`src/rtl/rf_wb_pkg.sv`:
```
// Shared types for the register-file writeback arbiter: request record,
// arbiter state encoding and a one-hot helper for the pending-register mask.
package rf_wb_pkg;

  localparam int XLEN  = 32;
  localparam int RF_AW = 5;
  localparam int NREG  = 1 << RF_AW;

  typedef struct packed {
    logic [RF_AW-1:0] addr;
    logic [XLEN-1:0]  data;
  } wb_req_t;

  typedef enum logic {
    NORMAL = 1'b0,
    STARVE = 1'b1
  } wb_state_e;

  function automatic logic [NREG-1:0] reg_onehot(input logic [RF_AW-1:0] addr);
    logic [NREG-1:0] oh;
    oh       = '0;
    oh[addr] = 1'b1;
    return oh;
  endfunction

endpackage

```
`src/rtl/wb_fifo.sv`:
```
// In-order queue of secondary writeback results. Per-slot valid bits give
// full/empty directly and let the parent build the pending-register mask.
module wb_fifo
  import rf_wb_pkg::*;
#(
  parameter int DEPTH = 4
) (
  input  logic                        clk_i,
  input  logic                        rst_ni,
  input  logic                        push_i,
  input  wb_req_t                     push_req_i,
  input  logic                        pop_i,
  output wb_req_t                     head_o,
  output logic                        full_o,
  output logic                        empty_o,
  output logic [DEPTH-1:0]            ent_valid_o,
  output logic [DEPTH-1:0][RF_AW-1:0] ent_addr_o
);

  localparam int PW = (DEPTH > 1) ? $clog2(DEPTH) : 1;

  wb_req_t          mem_q [DEPTH];
  logic [PW-1:0]    wptr_q;
  logic [PW-1:0]    rptr_q;
  logic [DEPTH-1:0] valid_q;
  logic [DEPTH-1:0] valid_d;
  logic             do_push;
  logic             do_pop;

  assign full_o  = &valid_q;
  assign empty_o = ~|valid_q;
  assign do_push = push_i & ~full_o;
  assign do_pop  = pop_i & ~empty_o;

  // Push and pop can only hit the same slot when full or empty, and the
  // guards above rule both of those out.
  always_comb begin
    valid_d = valid_q;
    if (do_push) valid_d[wptr_q] = 1'b1;
    if (do_pop)  valid_d[rptr_q] = 1'b0;
  end

  always_ff @(posedge clk_i or negedge rst_ni) begin
    if (!rst_ni) begin
      wptr_q  <= '0;
      rptr_q  <= '0;
      valid_q <= '0;
    end else begin
      valid_q <= valid_d;
      if (do_push) wptr_q <= wptr_q + 1'b1;
      if (do_pop)  rptr_q <= rptr_q + 1'b1;
    end
  end

  always_ff @(posedge clk_i) begin
    if (do_push) mem_q[wptr_q] <= push_req_i;
  end

  always_comb begin
    for (int i = 0; i < DEPTH; i++) begin
      ent_addr_o[i] = mem_q[i].addr;
    end
  end

  assign ent_valid_o = valid_q;
  assign head_o      = mem_q[rptr_q];

endmodule

```
`src/rtl/rf_wb_arbiter.sv`:
```
// Merges the never-stalled primary writeback and the queued secondary
// writeback onto the single RF write port; tracks pending destinations.
module rf_wb_arbiter
  import rf_wb_pkg::*;
#(
  parameter int DEPTH        = 4,
  parameter int STARVE_LIMIT = 8
) (
  input  logic             clk_i,
  input  logic             rst_ni,
  input  logic             p_valid_i,
  input  logic [RF_AW-1:0] p_addr_i,
  input  logic [XLEN-1:0]  p_data_i,
  input  logic             s_valid_i,
  output logic             s_ready_o,
  input  logic [RF_AW-1:0] s_addr_i,
  input  logic [XLEN-1:0]  s_data_i,
  output logic             rf_we_o,
  output logic [RF_AW-1:0] rf_waddr_o,
  output logic [XLEN-1:0]  rf_wdata_o,
  output logic [NREG-1:0]  pending_mask_o,
  output logic             stall_req_o,
  output wb_state_e        dbg_state_o
);

  localparam int CW = $clog2(STARVE_LIMIT + 1);

  // valid/ready: S transfers on a rising edge where s_valid_i & s_ready_o are
  // both high, and holds addr/data stable while valid and not ready. P has no
  // ready: it is taken on every cycle it is valid.
  logic                        s_hs;
  logic                        fifo_full;
  logic                        fifo_empty;
  logic                        bypass;
  logic                        push;
  logic                        pop;
  wb_req_t                     s_req;
  wb_req_t                     head;
  wb_req_t                     sel;
  logic                        sel_valid;
  logic [DEPTH-1:0]            ent_valid;
  logic [DEPTH-1:0][RF_AW-1:0] ent_addr;
  logic [NREG-1:0]             mask_d;
  logic [NREG-1:0]             mask_q;
  wb_state_e                   state_q;
  wb_state_e                   state_d;
  logic [CW-1:0]               cnt_q;
  logic [CW-1:0]               cnt_d;

  assign s_req     = '{addr: s_addr_i, data: s_data_i};
  assign s_ready_o = ~fifo_full;
  assign s_hs      = s_valid_i & s_ready_o;
  assign pop       = ~p_valid_i & ~fifo_empty;
  assign bypass    = ~p_valid_i & fifo_empty & s_hs;
  assign push      = s_hs & ~bypass & (s_addr_i != '0);

  wb_fifo #(.DEPTH(DEPTH)) u_fifo (
    .clk_i       (clk_i),
    .rst_ni      (rst_ni),
    .push_i      (push),
    .push_req_i  (s_req),
    .pop_i       (pop),
    .head_o      (head),
    .full_o      (fifo_full),
    .empty_o     (fifo_empty),
    .ent_valid_o (ent_valid),
    .ent_addr_o  (ent_addr)
  );

  always_comb begin
    sel_valid = 1'b0;
    sel       = '0;
    if (p_valid_i) begin
      sel_valid = 1'b1;
      sel       = '{addr: p_addr_i, data: p_data_i};
    end else if (!fifo_empty) begin
      sel_valid = 1'b1;
      sel       = head;
    end else if (s_hs) begin
      sel_valid = 1'b1;
      sel       = s_req;
    end
  end

  // x0 targets are consumed but never written; nothing reaches the RF in reset.
  assign rf_we_o    = rst_ni & sel_valid & (sel.addr != '0);
  assign rf_waddr_o = rst_ni ? sel.addr : '0;
  assign rf_wdata_o = rst_ni ? sel.data : '0;

  always_comb begin
    mask_d = '0;
    for (int i = 0; i < DEPTH; i++) begin
      if (ent_valid[i]) mask_d = mask_d | reg_onehot(ent_addr[i]);
    end
    mask_d[0] = 1'b0;
  end

  always_comb begin
    state_d = state_q;
    cnt_d   = cnt_q;
    case (state_q)
      NORMAL: begin
        if (fifo_empty || pop) begin
          cnt_d = '0;
        end else if (cnt_q == CW'(STARVE_LIMIT - 1)) begin
          cnt_d   = CW'(STARVE_LIMIT);
          state_d = STARVE;
        end else begin
          cnt_d = cnt_q + 1'b1;
        end
      end
      STARVE: begin
        if (pop) begin
          cnt_d   = '0;
          state_d = NORMAL;
        end else begin
          cnt_d = CW'(STARVE_LIMIT);
        end
      end
      default: begin
        cnt_d   = '0;
        state_d = NORMAL;
      end
    endcase
  end

  always_ff @(posedge clk_i or negedge rst_ni) begin
    if (!rst_ni) begin
      state_q <= NORMAL;
      cnt_q   <= '0;
      mask_q  <= '0;
    end else begin
      state_q <= state_d;
      cnt_q   <= cnt_d;
      mask_q  <= mask_d;
    end
  end

  assign pending_mask_o = mask_q;
  assign stall_req_o    = (state_q == STARVE);
  assign dbg_state_o    = state_q;

endmodule

```
`config.mk`:
```
export PLATFORM = sky130hd
export DESIGN_NAME = rf_wb_arbiter
export DESIGN_NICKNAME = d
export VERILOG_FILES = /design/src/rtl/rf_wb_pkg.sv /design/src/rtl/wb_fifo.sv /design/src/rtl/rf_wb_arbiter.sv
export SDC_FILE = /design/constraint.sdc
export NUM_CORES = 1
export LEC_CHECK = 0
export ABC_AREA = 1
export CORE_MARGIN = 2
export CORE_UTILIZATION = 47
export CTS_CLUSTER_SIZE = 24
export DETAILED_ROUTE_END_ITERATION = 6
export PLACE_DENSITY = 0.72
export SETUP_SLACK_MARGIN = 0.05
export SLEW_MARGIN = 10
export SYNTH_ARGS = -nofsm -noshare
export SYNTH_HDL_FRONTEND = slang
export SYNTH_SLANG_ARGS = --single-unit
```
`constraint.sdc`:
```
create_clock -name clk_i -period 5.1 [get_ports clk_i]
set_clock_uncertainty 0.05 [all_clocks]
set_input_delay 1.02 -clock clk_i [delete_from_list [all_inputs] [get_ports clk_i]]
set_output_delay 1.02 -clock clk_i [all_outputs]
set_load 0.02 [all_outputs]
```
Word level (Yosys, flattened, before mapping)
Memories as Yosys holds them, arrays and structs flattened.
Index checks and enable logic that the tools add are counted.

storage, ports and cells
  register bits = 44
  bits in writable memories = 148
  bits of input ports = 78
  output and inout bits = 73
  logic and storage cells = 91
  memories kept = 1

memory list
  memory        words  bits a word  rd ports  clocked after Yosys merged registers in  wr ports  line           source
  u_fifo.mem_q  4      37           5         0                                        1         wb_fifo.sv:22  wb_req_t mem_q [DEPTH];

operators by class
  add/sub/neg operators = 3
  order comparisons = 12
  eq/ne operators = 1
  multiplexer cells = 36
  bitwise operators = 20
  reductions and logical operators = 12

operator list
  cell                   number
  $mux W32               5
  $mux W37               3
  $or A32 B32 Y32        3
  $lt A5 B6 Y1 const B   4
  $demux W1 S5           4
  $ge A5 B1 Y1 const B   4
  $mux W4                5
  $mux W1                14
  $and A1 B1 Y1          10
  $reduce_bool A5 Y1     2
  $pmux W4 S2            1
  $logic_and A1 B1 Y1    6
  $lt A2 B3 Y1 const B   2
  $mux W5                1
  $add A2 B1 Y2 const B  2
  $add A4 B1 Y4 const B  1
  $and A4 B4 Y4          1
  $demux W1 S2           2
  $eq A4 B3 Y1 const B   1
  $ge A2 B1 Y1 const B   2
  $not A1 Y1             4
  $not A4 Y4             1
  $or A4 B4 Y4           1
  $reduce_and A4 Y1      1
  4 further kinds        4

Logic depth before layout (Yosys ltp)
Gate-level depths: netlist of the first run.
An unclocked memory read counts as a cell.

  depth after elaboration = 12
  gate-level depth with buffers = 12
  depth with buffers taken out = 10

By module
Synthesis of the first run repeated with hierarchy kept, for this count alone.

unflattened totals
  cells, all modules = 844
  area, all modules = 9456.6 um2

modules (own cells, without submodules)
  module         instances  cells each  area each (um2)  seq. area each (um2)
  wb_fifo        1          440         6683.9           4644.5
  rf_wb_arbiter  1          404         2772.7           900.9

Worst setup path after synthesis of the first run
OpenSTA, ideal clock, no wires.

  path kind = input -> register
  start = in s_valid_i
  end = mem u_fifo.mem_q[1][0] (netlist bit), enable pin
  setup time = 433 ps
  data arrival time = 3015 ps
  required time = 4617 ps
  path slack = 1603 ps
  cell stages on the path = 4
  path buffers = 0
  path through = inv_1 -> nor2_4 -> o211ai_4 -> nor2_1

on the way
  cells in the longest elaborated chain, start to end = 8

RTL lines
  item                             line                 source
  start, declared                  rf_wb_arbiter.sv:14  input logic s_valid_i,
  $and A1 B1 Y1 *                  rf_wb_arbiter.sv:52  assign s_hs = s_valid_i & s_ready_o;
  $and A1 B1 Y1                    rf_wb_arbiter.sv:54  assign bypass = ~p_valid_i & fifo_empty & s_hs;
  $not A1 Y1                       rf_wb_arbiter.sv:55  assign push = s_hs & ~bypass & (s_addr_i != '0);
  $and A1 B1 Y1 * (2 in a row)     rf_wb_arbiter.sv:55
  $and A1 B1 Y1 *                  wb_fifo.sv:32        assign do_push = push_i & ~full_o;
  $mux W1 *                        wb_fifo.sv:56        if (do_push) mem_q[wptr_q] <= push_req_i;
  $mux W1 (implied by the code) *  wb_fifo.sv:56
  end, declared                    wb_fifo.sv:22

Every way passes the cells marked *; elsewhere a longest branch is shown, timed or not.

Worst setup path in the final report of the first run
  start = in p_valid_i
  end = out rf_wdata_o[12]

on the way
  cells in the longest elaborated chain, start to end = 2

RTL lines
  item             line                 source
  start, declared  rf_wb_arbiter.sv:11  input logic p_valid_i,
  $mux W37         rf_wb_arbiter.sv:73  if (p_valid_i) begin
  $mux W32         rf_wb_arbiter.sv:88  assign rf_wdata_o = rst_ni ? sel.data : '0;
  end, declared    rf_wb_arbiter.sv:20  output logic [XLEN-1:0] rf_wdata_o,

Every way passes these cells.

==> metrics.md, run 1 <==
| Metric | Value |
|---|---|
| Setup_tns | `0 ns` |
| Max_cap viols | `0` |
| Filler cells | `1486` |
| Die height | `140 um` |
| Core area | `18100 um2` |
| Critical path fanouts, max | `34` |
| H-tree levels | `4` |
| Sequential-to-total area share from yosys stat | `0.633` |
| GPL Wtd Cong | `0.903` |
| DP Worst Slack | `0.688 ns` |
| Fmax | `227 MHz` |
| PD cells | `489 nW/um2` |
| Worst EP required | `4.03 ns` |
| Leak pwr | `4.15 nW` |
| Final Setup Violations | `0` |
| Post-Syn Nets | `911` |
| Vias/cell | `5.70` |
| Slowest library cell on the worst path | `clkdlybuf4s50_1` |
| Initial Util | `0.482` |
| Setup CP Type | `in2out` |
| FF+latch count, synth | `192` |
| Reg clk slew, reported paths | `0.07 ns` |
| Post-synthesis mux area share | `0` |
| Clk buf depth | `2` |
| Compound-gate portion of the synthesized area | `0.111` |
| Routed Antenna Nets | `0` |
| Element type at the critical path end | `output port` |
| Clock Tree Root | `clkbuf_16` |
| Pre-Repair DR Iteration Count | `5` |
| Reg area | `5550 um2` |
| Commonest non-fill, non-tap cell in the layout | `nand2_1` |
| CP max stage delay | `0.66 ns` |
| Synthesis-to-layout area growth | `25.8%` |
| IO Port Bufs | `149` |
| Post-CTS Setup Bufs | `0` |
| Final WS setup | `0.694 ns` |
| Syn Inst Count | `824` |
| Ys Warns | `0` |
| I/O pins | `151` |
| Clk_lat worst skew | `0.43 ns` |
| FP Rows | `49` |
| Reg-to-reg critical path startpoint | `u_fifo.ent_valid_o[3]` |
| CTS tree | `yes` |
| Post-cts resize count | `0` |
| CP Cell Sequence | `clkdlybuf4s50_1, nor2_4, inv_4, o21ai_4, buf_4, nor3_1, clkdlybuf4s50_1` |
| Footprint of the multi-input gates | `2780 um2` |
| Most frequent cells in the layout | `nand2_1, clkdlybuf4s50_1, edfxtp_1` |
| Syn Area/Cell | `10.6 um2` |
| Status | `complete, no violations` |
| Worst Reg-to-Reg Cells | `7` |
| Routed vias | `6876` |
| Final Max Slew Viols | `0` |
| Mapped Area | `8760 um2` |
| Post-CTS Hold Fix Bufs | `0` |
| Largest net degree at the start of global routing | `81` |
| Antenna violations before repair | `0` |
| Min Clock Period, post-route | `4.41 ns` |
| Overall die width | `140 um` |
| Fin nets | `1051` |
| Clock sink count | `192` |
| Slew @ Worst Pin | `1.01 ns` |
| Reg-to-reg setup timing slack | `2.31 ns` |
| Hold Fails Final Rpt | `0` |
| Diode count | `0` |
| DR WL/cell | `18.0 um` |
| Netlist cell types | `35` |
| GRT Residual Overflow | `0` |
| Arrival @ worst endpoint | `3.34 ns` |
| Tcrit/Tclk final | `0.864` |
| Die area | `19700 um2` |
| Util after Layout | `0.607` |
| Post-Synth Simple-Gate Area | `0.187` |
| Slew headroom | `0.321` |
| Layout cell share with drive strength beyond 1 | `0.0676` |
| Global-route wire length before repair | `33600 um` |
| Critical Path Start Type | `input pin` |
| DR iter-0 viols | `666` |
| R2R Path End | `u_fifo.mem_q[2][36]` |
| HPWL Detailed | `14400 um` |
| Main combinational cell family by area after synthesis | `simple AND/OR/NAND/NOR gates` |
| Vias in the first global route | `6625` |
| Worst hold path class | `in2async` |
| Num CTS Buffers | `17` |
| DR DRC count | `0` |
| Overall Global Routing Usage | `0.218` |
| WL final | `21700 um` |
| Xor/xnor share of the synthesized area | `0.00300` |
| Most common cell on crit path | `clkdlybuf4s50_1` |
| RSZ-0062 raised after global routing | `no` |
| Adder-Cell Fraction of Synth Area | `0.0129` |
| Peak supply drop | `0.253 mV` |
state kept, by name (all words and copies together) (netlist names):
register / flops
u_fifo.rptr_q: 2
cnt_q: 4
dbg_state_o: 1
pending_mask_o: 31
u_fifo.wptr_q: 2
u_fifo.mem_q: 148
u_fifo.ent_valid_o: 4
cells in the mapped netlist, drive strengths merged:
| master | number | share of area |
|---|---|---|
| buf | 34 | 0.024 |
| nand3 | 106 | 0.061 |
| dfrtp | 44 | 0.13 |
| conb | 1 | 0.00043 |
| nor3 | 51 | 0.030 |
| inv | 58 | 0.025 |
| o211ai | 1 | 0.0024 |
| o21ai | 13 | 0.0087 |
| o22ai | 34 | 0.024 |
| edfxtp | 148 | 0.51 |
| o221ai | 29 | 0.029 |
| a22oi | 18 | 0.015 |
| or2 | 1 | 0.00071 |
| a31oi | 1 | 0.00071 |
| xor2 | 3 | 0.0030 |
| ha | 9 | 0.013 |
| a21oi | 52 | 0.030 |
| nor3b | 1 | 0.00086 |
| a211oi | 1 | 0.00086 |
| clkbuf | 8 | 0.0034 |
| nor2 | 42 | 0.021 |
| nand2 | 168 | 0.073 |
| nor4 | 1 | 0.00071 |
report_power, final:
| part | switching, mW | leakage [nW] | internal (mW) | total, mW |
|---|---|---|---|---|
| logic | 1.28 | 1.91 | 0.643 | 1.92 |
| registers | 0.123 | 1.94 | 2.02 | 2.14 |
| clock network | 0.619 | 0.294 | 0.701 | 1.32 |
| total | 2.02 | 4.15 | 3.36 | 5.38 |
how the worst max path moves through the flow:
stage               from            endpoint  slack, ns  depth (start not counted)
4_1_cts        p_valid_i      rf_wdata_o[12]       0.66                          7
5_1_grt        p_valid_i      rf_wdata_o[12]       0.53                          7
2_1_floorplan  s_valid_i  u_fifo.mem_q[1][0]       1.60                          4
3_3_place_gp   p_valid_i      rf_wdata_o[12]       0.71                          7
6_report       p_valid_i      rf_wdata_o[12]       0.69                          7
3_5_place_dp   p_valid_i      rf_wdata_o[12]       0.69                          7
metal layers:
metal | GRT usage | vias to the layer above | routed length, um
met5 | 0 | - | 0
met4 | 0.0811 | 0 | 402
met3 | 0.0421 | 34 | 1540
met2 | 0.369 | 307 | 10700
met1 | 0.282 | 3274 | 9050
li1 | - | 3261 | -
metrics by stage:
stage	area, um2	hold WS, ns	total power, mW	cells
after CTS	11000	0.432	5.40	1206
after global placement	10400	0.419	4.06	1174
after floorplan	8760	0.392	3.38	824
after detailed placement	10400	0.441	4.09	1174
final	11000	0.436	5.38	1206
after global routing	11000	0.442	5.65	1206
area by class of cell:
class,count,share of cell area
flip-flops and latches,192,0.504
well taps,229,0.0260
multi-input cells,532,0.252
clock inverters,15,0.0152
repair buffers,163,0.144
clock buffers,17,0.0386
inverters,58,0.0200
logic make-up after synthesis:
kind of cell | Yosys count
xor gates and xnor gates | 3
other | 1
adders and majority gates | 9
AOI/OAI and AO/OA | 149
buffers and inverters | 100
DFF | 192
and+or+nand+nor | 370
critical path, delay by kind of cell:
| kind | cells | cell delay, ns |
|---|---|---|
| buffers and inverters | 4 | 1.90 |
| AND/OR/NAND/NOR | 2 | 0.34 |
| AO/OA/AOI/OAI | 1 | 0.06 |
(Power assumes the default switching activity.)
==> run 2: changes to the inputs <==
--- a/config.mk
+++ b/config.mk
@@ -10,7 +10,7 @@
 export CORE_UTILIZATION = 47
 export CTS_CLUSTER_SIZE = 24
 export DETAILED_ROUTE_END_ITERATION = 6
-export PLACE_DENSITY = 0.72
+export PLACE_DENSITY = 0.75
 export SETUP_SLACK_MARGIN = 0.05
 export SLEW_MARGIN = 10
 export SYNTH_ARGS = -nofsm -noshare
==> constraint.sdc (replaced) <==
create_clock -name clk_i -period 3.6 [get_ports clk_i]
set_clock_uncertainty 0.05 [all_clocks]
set_input_delay 0.72 -clock clk_i [delete_from_list [all_inputs] [get_ports clk_i]]
set_output_delay 0.72 -clock clk_i [all_outputs]
set_load 0.02 [all_outputs]
==> metrics.md, run 2 (synthesis gave the netlist of run 1 again) <==
| Metric | Value |
|---|---|
| Pre-Repair DR Iteration Count | `5 (unchanged)` |
| Worst hold path class | `reg2reg` |
| Reg clk slew, reported paths | `0.07 ns (about the same)` |
| HPWL Detailed | `14300 um (-0.36%)` |
| IO Port Bufs | `149 (unchanged)` |
| CP bufs+invs | `4 (unchanged)` |
| Num CTS Buffers | `17 (unchanged)` |
| Largest net degree at the start of global routing | `81 (unchanged)` |
| Setup_tns | `0 ns (unchanged)` |
| Element type at the critical path end | `output port` |
| Vias/cell | `5.71 (+0.12%)` |
| Most frequent cells in the layout | `nand2_1, edfxtp_1, clkdlybuf4s50_1` |
| Overall die width | `140 um (unchanged)` |
| Die height | `140 um (unchanged)` |
| I/O pins | `151 (unchanged)` |
| DR WL/cell | `17.8 um (-0.83%)` |
| Overall Global Routing Usage | `0.225 (+0.00645)` |
| # placed instances | `1182 (+0.68%)` |
| Die area | `19700 um2 (unchanged)` |
| Final Max Slew Viols | `0 (unchanged)` |
| Met3 wire length | `1690 um (+9.7%)` |
| Clk buf depth | `2 (unchanged)` |
| Commonest non-fill, non-tap cell in the layout | `nand2_1` |
| Hold Path End | `cnt_q[0]` |
| H-tree levels | `4 (unchanged)` |
| Fin nets | `1059 (+0.76%)` |
| Slew headroom | `0.268 (-0.0533)` |
| Final cell count without fillers | `1214 (+0.66%)` |
| Synthesis-to-layout area growth | `27.6%` |
| Leak pwr | `4.23 nW (+2.0%)` |
| Largest reg by FF count | `u_fifo.mem_q` |
| Worst Reg-to-Reg Cells | `6 (-1)` |
| Status | `complete, no violations` |
| Worst Hold Depth | `1` |
| Critical Path Start Type | `input pin` |
| Setup CP Type | `in2out` |
| Layout cell share with drive strength beyond 1 | `0.0731 (+0.00554)` |
| Hold Fails Final Rpt | `0 (unchanged)` |
| R2R Path End | `u_fifo.mem_q[3][17]` |
| Global-route wire length before repair | `34700 um (+3.0%)` |
| Top routing layer in use | `met4` |
| Slowest library cell on the worst path | `clkdlybuf4s50_1` |
| Reg-to-reg critical path startpoint | `u_fifo.ent_valid_o[3]` |
| Core area | `18100 um2 (unchanged)` |
| Routed vias | `6930 (+0.79%)` |
| CTS tree | `yes` |
| Clk_lat worst skew | `0.43 ns (about the same)` |
| Max_cap viols | `0 (unchanged)` |
| Crit-path leading delay family | `buffers and inverters` |
| Reg-to-reg setup timing slack | `1.49 ns (-0.82 ns)` |
| Peak supply drop | `0.447 mV (+77%)` |
| WHS | `0.426 ns (-0.00977 ns)` |
| Fmax | `294 MHz` |
| Min Clock Period, post-route | `3.40 ns` |
| Post-CTS Setup Bufs | `0 (unchanged)` |
| Antenna violations before repair | `1 (+1)` |
| Clock Tree Root | `clkbuf_16` |
| M1 wire length | `8700 um (-3.9%)` |
| Most common cell on crit path | `clkdlybuf4s50_1` |
| FP Rows | `49 (unchanged)` |
| Max reg flops | `148 (unchanged)` |
| Critical path fanouts, max | `33 (-2.9%)` |
| Clock sink count | `192 (unchanged)` |
| Diode count | `0 (unchanged)` |
| DR DRC count | `0 (unchanged)` |
| Final Setup Violations | `0 (unchanged)` |
| Initial Util | `0.482 (unchanged)` |
| DR WL met2 | `10900 um (+2.1%)` |
| PD cells | `691 nW/um2 (+41%)` |
| CP max stage delay | `0.64 ns (-0.02 ns)` |
| Slew @ Worst Pin | `1.09 ns (+0.0794 ns)` |
| Routed Antenna Nets | `0 (unchanged)` |
| Arrival @ worst endpoint | `2.63 ns (-0.71 ns)` |
| Worst EP required | `2.83 ns (-1.20 ns)` |
| Vias in the first global route | `6739 (+1.7%)` |
| RSZ-0062 raised after global routing | `no` |
| GRT Residual Overflow | `0 (unchanged)` |
| WL final | `21600 um (-0.18%)` |
| CP Cell Sequence | `clkdlybuf4s50_1, inv_2, nand2_4, buf_12, a21oi_1, nor3_1, clkdlybuf4s50_1` |
| GPL Wtd Cong | `0.923 (+2.3%)` |
| Tcrit/Tclk final | `0.946` |
| DR iter-0 viols | `757 (+14%)` |
| Hold wc startpoint | `cnt_q[0]` |
## run 2: cell types whose count changed in the layout (fill, tap and decap cells not counted)
cell / previous run / this run
buf_12: 0 / 7
clkinv_4: 6 / 0
inv_6: 2 / 5
clkinv_1: 0 / 2
buf_6: 0 / 1
clkdlybuf4s50_1: 148 / 147
clkinv_2: 0 / 1
clkinv_8: 0 / 1
dlymetal6s2s_1: 0 / 1
inv_2: 3 / 2
## run 2: per-layer routing
layer	global-route usage	up-vias
met2	0.382	363
met1	0.292	3257
met5	0	-
met3	0.0379	34
li1	-	3276
met4	0.0842	0
## run 2: stage by stage
| step | utilization | setup WS [ns] | power [mW] | cell area, um2 |
|---|---|---|---|---|
| 2_1_floorplan | - | 0.403 | 4.80 | 8760 |
| 3_3_place_gp | 0.582 | 0.140 | 5.82 | 10600 |
| 3_5_place_dp | 0.582 | 0.141 | 5.88 | 10600 |
| 4_1_cts | 0.615 | 0.122 | 7.75 | 11200 |
| 5_1_grt | 0.615 | 0.0689 | 8.15 | 11200 |
| 6_report | 0.615 | 0.196 | 7.72 | 11200 |
## run 2: what timing repair did
| action | in CTS | in global routing |
|---|---|---|
| endpoints found under the setup margin | 0 | 17 |
| gates resized for setup | 0 | 3 |
| hold buffers | 0 | 0 |
## run 2: worst max path at each step
stage | from | cells past startpoint | slack (ns) | end
2_1_floorplan | s_valid_i | 4 | 0.40 | u_fifo.mem_q[1][0]
3_3_place_gp | p_valid_i | 6 | 0.14 | rf_wdata_o[27]
3_5_place_dp | p_valid_i | 6 | 0.14 | rf_wdata_o[21]
4_1_cts | u_fifo.rptr_q[0] | 7 | 0.12 | rf_wdata_o[28]
5_1_grt | u_fifo.rptr_q[0] | 7 | 0.07 | rf_wdata_o[30]
6_report | p_valid_i | 7 | 0.20 | rf_wdata_o[19]
## run 2: area by class of cell
type / instances / area, um2
clock buffers: 17 / 425
clock inverters: 15 / 165
fillers: 1435 / 6980
inverters: 58 / 221
multi-input cells: 532 / 2780
flip-flops and latches: 192 / 5550
well taps: 229 / 287
repair buffers: 171 / 1750
## run 2: worst reg2reg max path, cell delays in order (launching register included)
cell and delay [ns]:
dfrtp_1 0.49, nand2_1 0.11, nor2_1 0.08, nor2_4 0.21
o211ai_4 0.21, nor2_4 0.36, buf_12 0.27
## run 2: where the power goes
part | total [mW] | internal (mW) | leakage (nW) | switching (mW)
clock | 1.88 | 0.994 | 0.293 | 0.884
sequential | 3.04 | 2.85 | 1.94 | 0.183
combinational | 2.81 | 0.994 | 2.00 | 1.81
total | 7.72 | 4.84 | 4.23 | 2.88
==> variant 1: new RTL, config.mk and constraints of run 2 <==
`DEPTH` is set to 4 in 2 places; all go to 16.
--- a/src/rtl/wb_fifo.sv
+++ b/src/rtl/wb_fifo.sv
@@ -4,5 +4,5 @@
   import rf_wb_pkg::*;
 #(
-  parameter int DEPTH = 4
+  parameter int DEPTH = 16
 ) (
   input  logic                        clk_i,
--- a/src/rtl/rf_wb_arbiter.sv
+++ b/src/rtl/rf_wb_arbiter.sv
@@ -4,5 +4,5 @@
   import rf_wb_pkg::*;
 #(
-  parameter int DEPTH        = 4,
+  parameter int DEPTH        = 16,
   parameter int STARVE_LIMIT = 8
 ) (
Formal check against the unedited RTL: same outputs for any inputs over 4 cycles, from zero or initial values and one cycle with rst_ni low; that may be too few to reach the edited logic, so the function may still have changed.
==> variant 1 against run 2 <==
- synthesized area grew to 3.5 times the old value
- wire length rose to 5.4 times the old value
- design area rose to 3.4 times the old value
- largest power group is now combinational logic
- critical endpoint is now rf_we_o
- sequential cell count increased by 460
- worst setup slack worse by 0.17 ns
- total power grew to 3.7 times the old value
- synthesized cell count rose to 3.5 times the old value
==> variant 1: results (changes against run 2) <==
Status
The run finished with clean final reports.

Global routing
The wire length of the first global-routing pass is 164600 um (+370%). The pin count of the biggest net entering global routing came to 54 (-33%). The total global routing track utilization is 0.3409 (+0.1163).

Cells and area
The number of clock buffers in the layout came to 86 (+69). The final net count is 3324 (+210%). The non-clock buffering overhead in the final layout is 0.1128 (-0.04350). The number of multi-input combinational cells is 1909 (+260%).

The final non-filler cell total was 4145 (+240%). The count of buffers not belonging to the clock network in the layout was 384 (+120%). The register area was 19290 um^2 (+250%). The flip-flop count of the largest register after layout was 592 (+300%). The multi-input gate area in the final layout is 9935 um^2 (+260%).

Pwr
The total power was 28740 uW (+270%). The static power due to leakage came to 0.01387 uW (+230%). The power drawn by the combinational cells came to 12100 uW (+330%). The maximum vdd ir drop was 0.0004485 V (+0.27%).

The power density over the cells is 764.1 nW/um^2 (+11%). The power drawn by the clock network is 6970 uW (+270%). The internal power is 17570 uW (+260%).

Detailed routing
The total detailed-routing wirelength is 117800 um (+440%). The number of vias in the routed layout came to 26.13k (+280%). The violation count after the first detailed-route iteration is 4239 (+460%).

Timing
The pin slew with the least headroom to its limit is 1.242 ns (+0.1526 ns).

Synthesis
The post-synthesis sequential area ratio was 0.6333 (about the same). The count of cell types in the netlist is 47 (+34%). The count of flip-flops with a built-in enable after synthesis is 592 (+300%). The mean instance size in the synthesized netlist is 10.44 um^2 (-1.8%). The net count after synthesis is 3003 (+230%).

Ranked by total cell area, the synthesized netlist is headed by edfxtp_1, nand2_1, dfrtp_1, a21oi_1, nand3_1. By count the netlist is led by nand2_1, edfxtp_1, inv_1. The fraction of synthesis flops using an asynchronous set or reset pin was 0.09202 (-0.1371).

Place
The detailed placer's ending HPWL is 78060 um (+440%). The cell area after placement is 34460 um^2 (+230%). The worst setup slack before clock tree synthesis was -0.1417 ns (-0.2823 ns). The weighted congestion reported at the end of routability-driven placement was 1.136 (+23%).

Worst setup path
The delay of the slowest cell on the worst path is 0.57 ns (-0.07 ns). The cell type of the slowest stage on the worst timing path is dfrtp_4. The peak fanout along the critical path is 6 (-82%). The family with the most delay on the worst path is simple AND/OR/NAND/NOR gates.

Clocking
The TritonCTS buffer count is 69 (+52). The maximum root-to-sink buffer count is 3 (+1).

Hold path
The class of the most critical hold timing path is in -> async.
==> variant 1: changes by cell type after synthesis, moves of 34 or more <==
cell / before / now
buf_2: 19 / 62
nor2_1: 37 / 203
o22ai_1: 34 / 126
nand2_1: 166 / 675
nand3_1: 106 / 163
inv_1: 54 / 211
o21ai_1: 1 / 35
o21ai_0: 11 / 70
a21oi_1: 52 / 201
nor3_1: 49 / 125
clkbuf_1: 8 / 45
edfxtp_1: 148 / 592
a32o_1: 0 / 35
==> variant 1: cells by family after synthesis <==
kind of cell             synth area share
XOR/XNOR                         0.001726
AND/OR/NAND/NOR                    0.1753
flip-flops                         0.6333
other                           0.0001232
buffers and inverters             0.04973
AO/OA/AOI/OAI                      0.1362
adder cells (fa/ha/maj)          0.003699
==> variant 1: worst paths after layout <==
kind	startpoint	to	slack, ns
worst max-delay path	u_fifo.rptr_q[0]	rf_we_o	0.03
worst min-delay path	rst_ni	pending_mask_o[17]	0.13
worst max register to register	u_fifo.ent_valid_o[3]	u_fifo.mem_q[10][15]	0.76
worst min register to register	cnt_q[0]	cnt_q[0]	0.43
max in group asynchronous	rst_ni	u_fifo.rptr_q[1]	2.44
min in group clk_i	cnt_q[0]	cnt_q[0]	0.43
==> variant 1: repair_timing <==
item                       in CTS  in global routing
pin swaps                      15                 31
setup endpoints to repair      38                 33
setup buffers                  18                  8
gates cloned                   12                 11
resized for setup             190                 77
==> variant 1: metal layers <==
| metal | part of all wire | wire length (um) | track usage |
|---|---|---|---|
| met1 | 0.39 | 45580 | 0.4816 |
| met2 | 0.45 | 52530 | 0.5200 |
| met3 | 0.12 | 14220 | 0.06142 |
| met4 | 0.047 | 5483 | 0.1469 |
| met5 | 0.00016 | 19 | 0 |
==> variant 2: new RTL, config.mk and constraints of run 2 <==
Without the edit above. Register the output `dbg_state_o` once more, without a reset; this adds one clock of latency there. The other outputs are not delayed to match.
--- a/src/rtl/rf_wb_arbiter.sv
+++ b/src/rtl/rf_wb_arbiter.sv
@@ -139,5 +139,7 @@
   assign pending_mask_o = mask_q;
   assign stall_req_o    = (state_q == STARVE);
-  assign dbg_state_o    = state_q;
+  always_ff @(posedge clk_i) begin
+    dbg_state_o <= state_q;
+  end
 
 endmodule
Formal check against the unedited RTL: not equivalent (Yosys sat finds a counterexample within 10 cycles, from zero or initial values and one cycle with rst_ni low).
==> variant 2 against run 2 <==
- global-route usage shrank 0.48 points
- sequential cell count grew 1
- total power shrank 1.2%
- synthesized area grew 0.14%
- design area shrank 0.10%
- first-iteration DRC count shrank 29%
- worst setup slack lost 0.020 ns
- wire length shrank 0.30%
- critical path type unchanged
- critical endpoint is now rf_wdata_o[30]
==> variant 2: results (changes against run 2) <==
Status
The run finished with clean final reports.

Timing
The worst path setup slack after routing is 0.1752 ns (-0.02029 ns). The worst-case hold slack is 0.1562 ns (-0.2700 ns).

Pwr
The static power due to leakage is 0.004216 uW (-0.41%). The maximum vdd ir drop is 0.0004172 V (-6.7%). The power drawn by the clock network is 1790 uW (-5%). The switching power share of the total is 0.3744 (+0.001553).

Global routing
The total global routing track utilization came to 0.2198 (-0.004842).

Synthesis
The count of cell types in the netlist is 36 (+2.9%). The net count after synthesis is 911 (unchanged). The number of flip-flops and latches in the synthesized netlist came to 193 (+0.52%). The fraction of synthesis flops using an asynchronous set or reset pin was 0.2280 (-0.001187). By area the synthesized netlist is led by edfxtp_1, dfrtp_1, nand2_1, nand3_1, a21oi_1.

The post-synthesis sequential area ratio came to 0.6347 (+0.001379).

Place
The worst setup slack before clock tree synthesis was 0.07249 ns (-0.06815 ns). The weighted congestion reported at the end of routability-driven placement came to 0.9485 (+2.7%).

Cells and area
The register area is 5567 um^2 (+0.36%). The share of cells above drive strength 1 is 0.07215 (-0.0009420). The final net count was 1058 (-0.094%). The number of clock buffers in the layout came to 18 (+1). The inverter count of the layout excluding clock inverters is 58 (unchanged). The fill cell instance count of the final layout is 1447 (+0.84%). The fraction of area in clock buffers and inverters is 0.05080 (-0.002078). The non-clock buffering overhead in the final layout is 0.1559 (-0.0004033).

Hold path
The min-delay analysis places its worst path in the category in -> async.

Worst setup path
The cell type of the slowest stage on the worst timing path is clkdlybuf4s50_1. The internal reg-to-reg setup slack was 1.41 ns (-0.08 ns). The reg-to-reg critical path endpoint is u_fifo.mem_q[2][31]. The startpoint identified for the worst register-to-register timing path is u_fifo.ent_valid_o[3].

The critical path data arrival time is 2.65 ns (+0.02 ns). The length in cells of the worst reg-to-reg path is 8 (+2).

Detailed routing
The number of vias in the routed layout is 6885 (-0.65%). The total detailed-routing wirelength was 21570 um (-0.30%). The violation count after the first detailed-route iteration came to 541 (-29%).
-- variant 2: cell count changes after synthesis, sizes merged --
| cell | change |
|---|---|
| buf | -1 |
| dfxtp | +1 |
-- variant 2: worst max-delay path by stage --
| stage | startpoint | to |
|---|---|---|
| final | p_valid_i | rf_wdata_o[30] |
| after global routing | u_fifo.rptr_q[0] | rf_wdata_o[16] |
| after CTS | p_valid_i | rf_we_o |
| after detailed placement | p_valid_i | rf_we_o |
| after global placement | p_valid_i | rf_we_o |
| after floorplan | s_valid_i | u_fifo.mem_q[1][0] |
-- variant 2: stage by stage --
| stage | cells | area [um^2] | total power, uW | utilization |
|---|---|---|---|---|
| finish | 1213 | 11160 | 7628 | 0.6148 |
| floorplan | 824 | 8768 | 4806 | - |
| global route | 1213 | 11160 | 8061 | 0.6148 |
| detailed placement | 1181 | 10590 | 5886 | 0.5834 |
| CTS | 1213 | 11150 | 7664 | 0.6147 |
| global placement | 1181 | 10590 | 5818 | 0.5834 |
-- variant 2: logic make-up (layout without fill, tap and decap cells) --
family          Yosys count  count (layout)  synth area share
xor+xnor                  3               3          0.002997
other cells               1               1         0.0004277
fa+ha+maj                 9               9           0.01284
simple gates            370             370            0.1866
flops                   193             193            0.6347
buf+inv                  99             259           0.05137
compound gates          149             149            0.1110
-- variant 2: repair_timing --
| action | 4_1_cts | 5_1_grt |
|---|---|---|
| endpoints found under the hold margin | 0 | 0 |
| gates resized for setup | 0 | 1 |
| setup endpoints to repair | 0 | 1 |
| setup buffers | 0 | 0 |
-- variant 2: routing by layer --
layer,vias to the layer above,track usage,routed length (um),part of all wire
li1,3276,-,-,-
met1,3312,0.2807,9075,0.42
met2,271,0.3839,10830,0.50
met3,24,0.04110,1400,0.065
met4,2,0.06737,251,0.012
met5,-,0,13,0.00060
